File: src/rtl/alu_16b_sync.sv
// alu_16b_sync: 16-op registered ALU with carry and op-class flags.
module alu_16b_sync #(
   parameter int WIDTH = 16
) (
   input  logic             CLK,
   input  logic             RST,
   input  logic [WIDTH-1:0] A,
   input  logic [WIDTH-1:0] B,
   input  logic [3:0]       ALU_FUN,
   output logic [WIDTH-1:0] ALU_OUT,
   output logic             Carry_Flag,
   output logic             Arith_Flag,
   output logic             Logic_Flag,
   output logic             CMP_Flag,
   output logic             Shift_Flag
);
   logic [WIDTH:0]   sum;
   logic [WIDTH-1:0] r;
   logic             c;
   always_comb begin
      sum = {1'b0, A} + {1'b0, B};
      r = '0;
      c = 1'b0;
      case (ALU_FUN)
         4'd0:  begin r = sum[WIDTH-1:0]; c = sum[WIDTH]; end
         4'd1:  begin r = A - B; c = A < B; end
         4'd2:  r = A * B;
         4'd3:  r = (B == '0) ? '1 : A / B;
         4'd4:  r = A & B;
         4'd5:  r = A | B;
         4'd6:  r = ~(A & B);
         4'd7:  r = ~(A | B);
         4'd8:  r = A ^ B;
         4'd9:  r = ~(A ^ B);
         4'd10: r = (A == B) ? WIDTH'(1) : '0;
         4'd11: r = (A > B) ? WIDTH'(2) : '0;
         4'd12: r = (A < B) ? WIDTH'(3) : '0;
         4'd13: r = A >> 1;
         4'd14: r = A << 1;
         default: r = '0;
      endcase
   end
   always_ff @(posedge CLK) begin
      if (!RST) begin
         ALU_OUT    <= '0;
         Carry_Flag <= 1'b0;
         Arith_Flag <= 1'b0;
         Logic_Flag <= 1'b0;
         CMP_Flag   <= 1'b0;
         Shift_Flag <= 1'b0;
      end else begin
         ALU_OUT    <= r;
         Carry_Flag <= c;
         Arith_Flag <= ALU_FUN <= 4'd3;
         Logic_Flag <= ALU_FUN >= 4'd4 && ALU_FUN <= 4'd9;
         CMP_Flag   <= ALU_FUN >= 4'd10 && ALU_FUN <= 4'd12;
         Shift_Flag <= ALU_FUN == 4'd13 || ALU_FUN == 4'd14;
      end
   end
endmodule

File: config.mk
export PLATFORM = sky130hd
export DESIGN_NAME = alu_16b_sync
export DESIGN_NICKNAME = d
export VERILOG_FILES = /design/src/rtl/alu_16b_sync.sv
export SDC_FILE = /design/constraint.sdc
export NUM_CORES = 1
export LEC_CHECK = 0
export CAP_MARGIN = 15
export CELL_PAD_IN_SITES_DETAIL_PLACEMENT = 1
export CELL_PAD_IN_SITES_GLOBAL_PLACEMENT = 1
export CORE_UTILIZATION = 28
export CTS_CLUSTER_SIZE = 10
export DETAILED_ROUTE_END_ITERATION = 16
export PLACE_DENSITY_LB_ADDON = 0.08
export SETUP_SLACK_MARGIN = 0.2
export SYNTH_ARGS = -nofsm -noshare
export SYNTH_HDL_FRONTEND = slang
export SYNTH_SLANG_ARGS = --single-unit
File: constraint.sdc
create_clock -name CLK -period 74.4 [get_ports CLK]
set_clock_uncertainty 0.15 [all_clocks]
set_input_delay 22.32 -clock CLK [delete_from_list [all_inputs] [get_ports CLK]]
set_output_delay 22.32 -clock CLK [all_outputs]
set_load 0.01 [all_outputs]
==> impl_metrics.json <==
{
  "postCtsSetupBuffers": 0,
  "final_hold_viol_count": 0,
  "grt_pass1_wl_mm": 97.4,
  "synth.distinct_cells": 88,
  "path_max_fanout": 22,
  "start_util": 0.286,
  "clkPwrFrac": 0.047,
  "first_pass_iters": 5,
  "cts_tree": "yes",
  "synth_edf_count": 0,
  "area_delta_synth_final_pct": 10.8,
  "hp-class": "input pin to flip-flop",
  "via_per_inst": 5.58,
  "clkTransAtPathRegs_ps": 80,
  "status": "complete, no violations",
  "ios": 59,
  "slowest_stage": "a211oi_4",
  "netlist_area_um2": 14100,
  "p_int_uw": 127,
  "rows": 81,
  "die_y_um": 227,
  "final_antenna_net_count": 0,
  "max_freq_mhz": 18.1,
  "yosys_warnings": 0,
  "post-place-ws_ps": 19470,
  "drtIter0Drc": 716,
  "worstPathArrival_ps": 55290,
  "slew_violations": 0,
  "grt_max_degree": 50,
  "core_area_um2": 49400,
  "ff_latch_area_um2": 420,
  "grt-ovfl-total": 0,
  "p_sw_uw": 162,
  "wl_per_cell_um": 24.8,
  "dieWidth_um": 227,
  "p_seq_frac": 0.047,
  "syn_nets": 2302,
  "rsz0062_at_grt": "false",
  "pwr-share-comb": 0.906,
  "fin_ws_ps": 19120,
  "cts_sinks": 21,
  "synth-main-ff-cell": "dfxtp_1",
  "powerDensity_nw_per_um2": 18.4,
  "nets": 2321,
  "layout_commonest_cell": "ha_1",
  "layout_common_cells": "ha_1, nand2_1, inv_1",
  "met3_usage": 0.00894,
  "ctsHoldBuffers": 0,
  "cp.required_ps": 74410,
  "drc": 0,
  "use_met1": 0.336,
  "worstSetupPathType": "input pin to flip-flop",
  "htreeDepth": 1,
  "cp-start-kind": "input pin",
  "p_leak_nw": 6.90,
  "total_power_uw": 288,
  "place.gp.congestion": 0.895,
  "max_stage_delay_ps": 900,
  "hpwl_mm": 50.7,
  "synthCells": 1946,
  "cts_buffers": 3,
  "root_buffer": "clkbuf_16",
  "multi_input_area_um2": 12700,
  "setup_viol": 0,
  "clockBufferDepth": 2,
  "worstSetupEndpointType": "flip-flop",
  "busiest_layer": "met2",
  "track_usage": 0.254,
  "max_cap_violations": 0,
  "synth_async_sr_flop_share": 0,
  "totalWireLength_mm": 65.2,
  "tightestPinTransition_ps": 1150,
  "antenna_found_initial": 3,
  "min_period_ps": 55280,
  "switching_share": 0.560,
  "vdd_drop_max_mv": 0.0151,
  "drive_gt1_frac": 0.0606,
  "fill_cells": 6133,
  "dr_total_vias": 14682,
  "synth_seq_cells": 21,
  "finalCritPeriodShare": 0.743,
  "grt_use_met2": 0.451,
  "portBuffers": 58,
  "avgSynthCellArea_um2": 7.25,
  "fin_tns_setup_ps": 0,
  "cts_resized": 0,
  "ys_seq_area_frac": 0.0298,
  "grt_pass1_vias": 15383,
  "die_area_um2": 51300,
  "slew_headroom": 0.235
}
-- stage by stage --
step,hold WS [ps],utilization,cells,area [µm²]
global placement,22910,0.315,2624,15600
global route,22670,0.317,2629,15600
detailed placement,22910,0.315,2624,15600
floorplan,22290,-,1946,14100
finish,22630,0.317,2629,15600
CTS,22630,0.317,2628,15600
-- state kept, by name (all words and copies together), names as in the netlist --
name        cells
Shift_Flag      1
ALU_OUT        16
Arith_Flag      1
Logic_Flag      1
CMP_Flag        1
Carry_Flag      1
-- power by group through the flow --
stage	sequential (mW)	clock (mW)	combinational, mW
3_3_place_gp	0.0138	0	0.260
3_5_place_dp	0.0137	0	0.260
4_1_cts	0.0135	0.0137	0.263
2_1_floorplan	0.0141	0	0.181
6_report	0.0135	0.0135	0.261
5_1_grt	0.0136	0.0140	0.290
-- cells by family (layout without fill, tap and decap cells) --
family                   Yosys count  after routing  synth area share
buffers and inverters            274            292            0.0734
XOR/XNOR                         108            108            0.0670
flip-flops                        21             21            0.0298
multiplexers                      35             35            0.0267
adder cells (fa/ha/maj)          318            318             0.325
AND/OR/NAND/NOR                  631            631             0.209
other                              0              1                 0
AO/OA/AOI/OAI                    559            559             0.268
-- synthesized netlist by cell type (20+ instances only) --
master	instances	area [µm²]
nand2b_1	20	125
a31oi_1	22	138
nor2_1	174	653
clkbuf_1	78	293
o21a_1	39	293
nand3_1	42	210
nor3_1	58	290
inv_1	180	676
o21ai_0	108	541
or3_1	29	181
ha_1	236	2950
xor2_1	27	236
xnor2_1	81	709
fa_1	82	1640
a21o_1	32	240
nand2_1	209	785
dfxtp_1	21	420
and2_1	20	125
a21oi_1	129	646
o211ai_1	24	180
-- area by class of cell --
cell class | count | area share
timing repair buffer | 103 | 0.0584
clock buffer | 3 | 0.00480
tap | 664 | 0.0531
antenna | 1 | 0.000160
inverter | 185 | 0.0444
sequential | 21 | 0.0269
multi-input combinational | 1651 | 0.812
clock inverter | 1 | 0.000480
-- layer usage --
| layer | up-vias | routed length, µm |
|---|---|---|
| met5 | - | 0 |
| met4 | 0 | 1410 |
| met3 | 70 | 1780 |
| met2 | 282 | 32000 |
| met1 | 7351 | 30000 |
| li1 | 6979 | - |
-- worst paths after layout --
check | slack (ps) | startpoint | end | cells after the start
setup / recovery | 19120 | B[9] | ALU_OUT[0] | 113
hold / removal | 22630 | RST | Shift_Flag | 2
-- critical path, delay by kind of cell --
family          cells  cell delay [ps]
compound gates     64            20320
fa+ha+maj          15             4690
buf+inv             3              890
mux                 5             1580
simple gates       26             5460
Power figures use the tool's default switching activity.
